--- config.mk ---
export PLATFORM = sky130hd
export DESIGN_NAME = display_scanner
export DESIGN_NICKNAME = d
export VERILOG_FILES = /design/src/rtl/display_pkg.sv /design/src/rtl/hex_to_seg7.sv /design/src/rtl/display_scanner.sv
export SDC_FILE = /design/constraint.sdc
export NUM_CORES = 1
export LEC_CHECK = 0
export CAP_MARGIN = 20
export CORE_MARGIN = 5
export CORE_UTILIZATION = 52
export CTS_CLUSTER_DIAMETER = 200
export DETAILED_ROUTE_END_ITERATION = 10
export GPL_TIMING_DRIVEN = 0
export PLACE_DENSITY = 0.83
export RECOVER_POWER = 25
export SYNTH_ARGS = -nofsm -noshare
export SYNTH_HDL_FRONTEND = slang
export SYNTH_SLANG_ARGS = --single-unit
--- constraint.sdc ---
create_clock -name clk -period 2.61 [get_ports clk]
set_clock_uncertainty 0.2 [all_clocks]
set_input_delay 0.261 -clock clk [delete_from_list [all_inputs] [get_ports clk]]
set_output_delay 0.261 -clock clk [all_outputs]
set_load 0.005 [all_outputs]
--- src/rtl/display_pkg.sv ---
// Shared definitions for the multiplexed seven-segment display scanner:
// FSM encoding, digit count and active-low segment codes ({g,f,e,d,c,b,a}).
package display_pkg;

    localparam int unsigned NUM_DIGITS = 4;
    localparam int unsigned IDX_W      = $clog2(NUM_DIGITS);

    typedef enum logic [1:0] {
        StIdle  = 2'd0,
        StBlank = 2'd1,
        StDrive = 2'd2
    } scan_state_e;

    localparam logic [6:0] SEG_OFF = 7'h7F;

    localparam logic [6:0] SEG_0 = 7'h40;
    localparam logic [6:0] SEG_1 = 7'h79;
    localparam logic [6:0] SEG_2 = 7'h24;
    localparam logic [6:0] SEG_3 = 7'h30;
    localparam logic [6:0] SEG_4 = 7'h19;
    localparam logic [6:0] SEG_5 = 7'h12;
    localparam logic [6:0] SEG_6 = 7'h02;
    localparam logic [6:0] SEG_7 = 7'h78;
    localparam logic [6:0] SEG_8 = 7'h00;
    localparam logic [6:0] SEG_9 = 7'h10;
    localparam logic [6:0] SEG_A = 7'h08;
    localparam logic [6:0] SEG_B = 7'h03;
    localparam logic [6:0] SEG_C = 7'h46;
    localparam logic [6:0] SEG_D = 7'h21;
    localparam logic [6:0] SEG_E = 7'h06;
    localparam logic [6:0] SEG_F = 7'h0E;

endpackage

--- src/rtl/hex_to_seg7.sv ---
// Combinational hex nibble to active-low seven-segment pattern ({g,f,e,d,c,b,a}).
module hex_to_seg7
    import display_pkg::*;
(
    input  logic [3:0] hex,
    output logic [6:0] seg
);

    always_comb begin
        seg = SEG_OFF;
        case (hex)
            4'h0: seg = SEG_0;
            4'h1: seg = SEG_1;
            4'h2: seg = SEG_2;
            4'h3: seg = SEG_3;
            4'h4: seg = SEG_4;
            4'h5: seg = SEG_5;
            4'h6: seg = SEG_6;
            4'h7: seg = SEG_7;
            4'h8: seg = SEG_8;
            4'h9: seg = SEG_9;
            4'hA: seg = SEG_A;
            4'hB: seg = SEG_B;
            4'hC: seg = SEG_C;
            4'hD: seg = SEG_D;
            4'hE: seg = SEG_E;
            4'hF: seg = SEG_F;
            default: seg = SEG_OFF;
        endcase
    end

endmodule

--- src/rtl/display_scanner.sv ---
// Four-digit multiplexed seven-segment scanner: advances one digit per display_clk
// rise, inserts BLANK_CYCLES of dark anodes between digits, and snapshots a whole frame.
module display_scanner
    import display_pkg::*;
#(
    parameter int unsigned BLANK_CYCLES = 1
) (
    input  logic                  clk,
    input  logic                  rst_n,
    input  logic                  display_clk,
    input  logic [15:0]           digits,
    input  logic [NUM_DIGITS-1:0] dp_mask,
    input  logic [NUM_DIGITS-1:0] blank_mask,
    output logic [NUM_DIGITS-1:0] an,
    output logic [6:0]            seg,
    output logic                  dp
);

    localparam logic [3:0] BLANK_LOAD = 4'(BLANK_CYCLES);

    scan_state_e            state_q, state_d;
    logic [IDX_W-1:0]       idx_q, idx_d;
    logic [3:0]             cnt_q, cnt_d;
    logic                   dclk_q;
    logic                   rise;
    logic                   snap_en;

    logic [15:0]            snap_digits_q;
    logic [NUM_DIGITS-1:0]  snap_dp_q;
    logic [NUM_DIGITS-1:0]  snap_blank_q;

    logic [3:0]             nibble;
    logic [6:0]             seg_dec;
    logic [NUM_DIGITS-1:0]  an_d;
    logic [6:0]             seg_d;
    logic                   dp_d;

    assign rise = display_clk & ~dclk_q;

    // A rise always wins over the blank countdown, including the cycle it would expire.
    always_comb begin
        state_d = state_q;
        idx_d   = idx_q;
        cnt_d   = cnt_q;
        snap_en = 1'b0;
        if (rise) begin
            idx_d   = (state_q == StIdle) ? '0 : idx_q + IDX_W'(1);
            snap_en = (idx_d == '0);
            cnt_d   = BLANK_LOAD;
            state_d = (BLANK_CYCLES == 0) ? StDrive : StBlank;
        end else begin
            case (state_q)
                StIdle:  state_d = StIdle;
                StBlank: begin
                    cnt_d = (cnt_q == 4'd0) ? 4'd0 : cnt_q - 4'd1;
                    if (cnt_q <= 4'd1) begin
                        state_d = StDrive;
                    end
                end
                StDrive: state_d = StDrive;
                default: state_d = StIdle;
            endcase
        end
    end

    assign nibble = snap_digits_q[{idx_q, 2'b00} +: 4];

    hex_to_seg7 u_hex_to_seg7 (
        .hex (nibble),
        .seg (seg_dec)
    );

    always_comb begin
        an_d  = '1;
        seg_d = SEG_OFF;
        dp_d  = 1'b1;
        if (state_q == StDrive) begin
            an_d  = snap_blank_q[idx_q] ? '1 : ~(NUM_DIGITS'(1) << idx_q);
            seg_d = seg_dec;
            dp_d  = ~snap_dp_q[idx_q];
        end
    end

    always_ff @(posedge clk or negedge rst_n) begin
        if (!rst_n) begin
            state_q <= StIdle;
            idx_q   <= '0;
            cnt_q   <= 4'd0;
            dclk_q  <= 1'b1;
        end else begin
            state_q <= state_d;
            idx_q   <= idx_d;
            cnt_q   <= cnt_d;
            dclk_q  <= display_clk;
        end
    end

    always_ff @(posedge clk or negedge rst_n) begin
        if (!rst_n) begin
            snap_digits_q <= '0;
            snap_dp_q     <= '0;
            snap_blank_q  <= '0;
        end else if (snap_en) begin
            snap_digits_q <= digits;
            snap_dp_q     <= dp_mask;
            snap_blank_q  <= blank_mask;
        end
    end

    always_ff @(posedge clk or negedge rst_n) begin
        if (!rst_n) begin
            an  <= '1;
            seg <= SEG_OFF;
            dp  <= 1'b1;
        end else begin
            an  <= an_d;
            seg <= seg_d;
            dp  <= dp_d;
        end
    end

endmodule

==> impl_metrics.py <==
metrics = {
    "final_layout": {
        "layout-drive-gt1-share": 0.265,
        "design.final.nets": 250,
        "antenna_cells_inserted": 0,
        "mostFrequentLayoutCells": "36 x clkdlybuf4s50_1, 32 x dfrtp_1, 25 x mux2_2",
        "layout.cells.most_common": "clkdlybuf4s50_1",
        "fin_area_sq_mm": 0.00272,
        "area_growth_syn_to_layout_pct": 25.1,
    },
    "detailed_routing": {
        "detailedRoute.firstPassIterationCount": 4,
        "detailedRoute.firstIterationViolations": 78,
        "routed_wirelength_mm": 4.19,
        "average_wire_length_per_cell_after_detail_routing_um": 16.1,
        "drcViolationCount": 0,
        "avgViaCountPerCell": 5.33,
        "dr_total_vias": 1392,
        "detail_route_antenna_nets": 0,
    },
    "power_and_ir_drop": {
        "power.combinational.fraction": 0.443,
        "total_switching_power_mw": 0.895,
        "max-vdd-ir-drop_mv": 0.540,
        "swShare": 0.327,
        "power_mw": 2.74,
        "cellLeakagePower_nw": 1.16,
        "pwr-share-seq": 0.396,
        "share_clk_of_total_power": 0.160,
        "powerDensity_mw_per_mm2": 1010,
        "internal_mw": 1.84,
    },
    "global_route": {
        "grt.overflow.total": 0,
        "largest_net_degree_at_the_start_of_global_routing": 37,
        "grt_pass1_vias": 1549,
        "wire_length_of_the_first_global_routing_pass_mm": 7.07,
        "grt_usage": 0.170,
        "antenna_found_initial": 0,
    },
    "worst_setup_path": {
        "cp_max_fo": 10,
        "worst_case_reg_to_reg_path_depth": 7,
        "timing.critical_path.from_type": "register",
        "critical_path_class": "reg2reg",
        "critPathRequiredTime_ps": 2590,
        "critPathArrivalTime_ps": 2350,
        "critPathCaptureType": "register",
    },
    "timing": {
        "slew_violations": 0,
        "grt_setup_unrepaired": "no",
        "max_freq_mhz": 421,
        "hold_violations": 0,
        "worst_slew_margin_rel": 0.419,
        "final.period_utilization": 0.909,
        "setup_viol": 0,
        "min_period_ps": 2370,
        "setup_tns_ps": 0,
        "tightestPinTransition_ps": 872,
    },
    "floorplan": {
        "core-area_sq_mm": 0.00403,
        "start_util": 0.540,
        "floorplan.die.height_um": 74.7,
        "design.portCount": 39,
        "dieWidth_um": 74.7,
        "die_area_sq_mm": 0.00558,
        "rows": 23,
    },
    "cts": {
        "cts_buffer_depth": 2,
        "clockRootBuffer": "clkbuf_8",
        "clock_latency_ps": 300,
        "clkSlewWorstSetupHoldPaths_ps": 80,
        "cts_num_sinks": 45,
        "cts_inserted_buffers": 5,
        "cts_tree": "yes",
        "clock_tree.htree_level_count": 2,
    },
    "run": {
        "drv_cap": 0,
    },
    "yosys": {
        "synthesis.instances": 163,
        "synthesis.nets": 203,
        "ys_seq_elements": 45,
        "yosys.cell_types.count": 34,
        "syn_area_sq_mm": 0.00218,
        "synthesis.area_per_instance_sq_um": 13.3,
        "synth_top_cells_by_area": "dfrtp_1 37%, dfstp_2 16%, mux2_2 13%, ha_1 7.5%, mux4_1 3.6%",
        "netlist.area_leader.share": 0.368,
        "synth-seq-area-share": 0.525,
        "ys.warnings.count": 0,
        "netlist.top_cell.by_area": "dfrtp_1",
    },
    "status": {
        "outcome": "finished clean",
    },
    "place": {
        "globalplace.congestion": 0.764,
        "placedInstanceArea_sq_mm": 0.00263,
        "place.port_buffers": 38,
        "dp.final_hpwl_mm": 3.23,
    },
    "hold_path": {
        "holdCritPathClass": "in2async",
    },
}
synth_stat cells, drive strengths merged:
cell    count
clkbuf      2
nor3b       1
a21oi       2
nand3       2
nor4bb      2
dfstp      13
mux2       26
or3         1
nor2        3
nand2      12
o21ai       5
nand2b      3
a21o        1
dfrtp      32
o22a        1
o31a        1
inv        13
buf         6
o221ai      2
o211ai      1
o311ai      1
nand3b      1
ha         13
nor2b       4
mux2i       6
a311oi      1
xnor2       1
o31ai       1
mux4        6
cells by family (layout without fill, tap and decap cells):
| logic type | count (synthesis) | in the layout | synth area share |
|---|---|---|---|
| buffers and inverters | 21 | 69 | 0.0449 |
| AOI/OAI and AO/OA | 16 | 16 | 0.0506 |
| adders and majority gates | 13 | 13 | 0.0748 |
| DFF | 45 | 45 | 0.525 |
| and+or+nand+nor | 29 | 29 | 0.0696 |
| muxes | 38 | 38 | 0.231 |
| xor gates and xnor gates | 1 | 1 | 0.00403 |
metrics by stage:
stage	cells	hold WS (ps)	worst slack [ps]	util
2_1_floorplan	163	-235	477	-
3_3_place_gp	251	280	31.4	0.650
3_5_place_dp	252	-52.1	71.0	0.654
4_1_cts	261	185	50.6	0.679
5_1_grt	261	321	123	0.675
6_report	261	268	237	0.675
power by group through the flow:
stage	Clock, mW	Combinational (mW)	Sequential, mW
2_1_floorplan	0	0.850	1.07
3_3_place_gp	0	1.13	1.08
3_5_place_dp	0	1.22	1.10
4_1_cts	0.455	1.22	1.09
5_1_grt	0.482	1.34	1.11
6_report	0.439	1.21	1.09
flip-flops by register name, summed over array words and instances (netlist names):
signal	count
snap_blank_q	4
state_q	2
seg	7
dclk_q	1
snap_digits_q	16
idx_q	2
an	4
snap_dp_q	4
cnt_q	4
dp	1
worst paths after layout:
path	start	to	slack [ps]
min in group clk	snap_blank_q[2]	snap_blank_q[2]	300
setup reg to reg	idx_q[1]	snap_digits_q[7]	240
setup / recovery	idx_q[1]	snap_digits_q[7]	240
hold / removal	rst_n	cnt_q[3]	270
max in group asynchronous	rst_n	state_q[0]	700
hold reg to reg	snap_blank_q[2]	snap_blank_q[2]	300
routing by layer:
layer,routed length [um],GRT usage,vias up
li1,-,-,660
met1,1660,0.189,692
met2,2260,0.307,36
met3,232,0.0454,4
met4,35,0.0692,0
met5,0,0,-
worst max-delay path, cell delays in order (launching register included):
cell and delay, ps:
dfrtp_1 380, buf_2 240, inv_1 110, ha_1 310, nor2b_1 60, o21ai_2 280, buf_2 320, mux2_2 370
cell type report:
type	count	area, sq um
buffer	8	48.8
fill	306	1310
clock buffer	8	90.1
sequential	45	1140
inverter	13	48.8
timing repair buffer	40	389
tap	50	62.6
multi-input combinational	97	940
timing repair:
item                                    CTS  global route
hold endpoints to repair                 33             0
buffers inserted                          0             0
endpoints found under the setup margin    0            20
hold buffers                              1             0
gates resized for setup                   0             1
(Power assumes the default switching activity.)
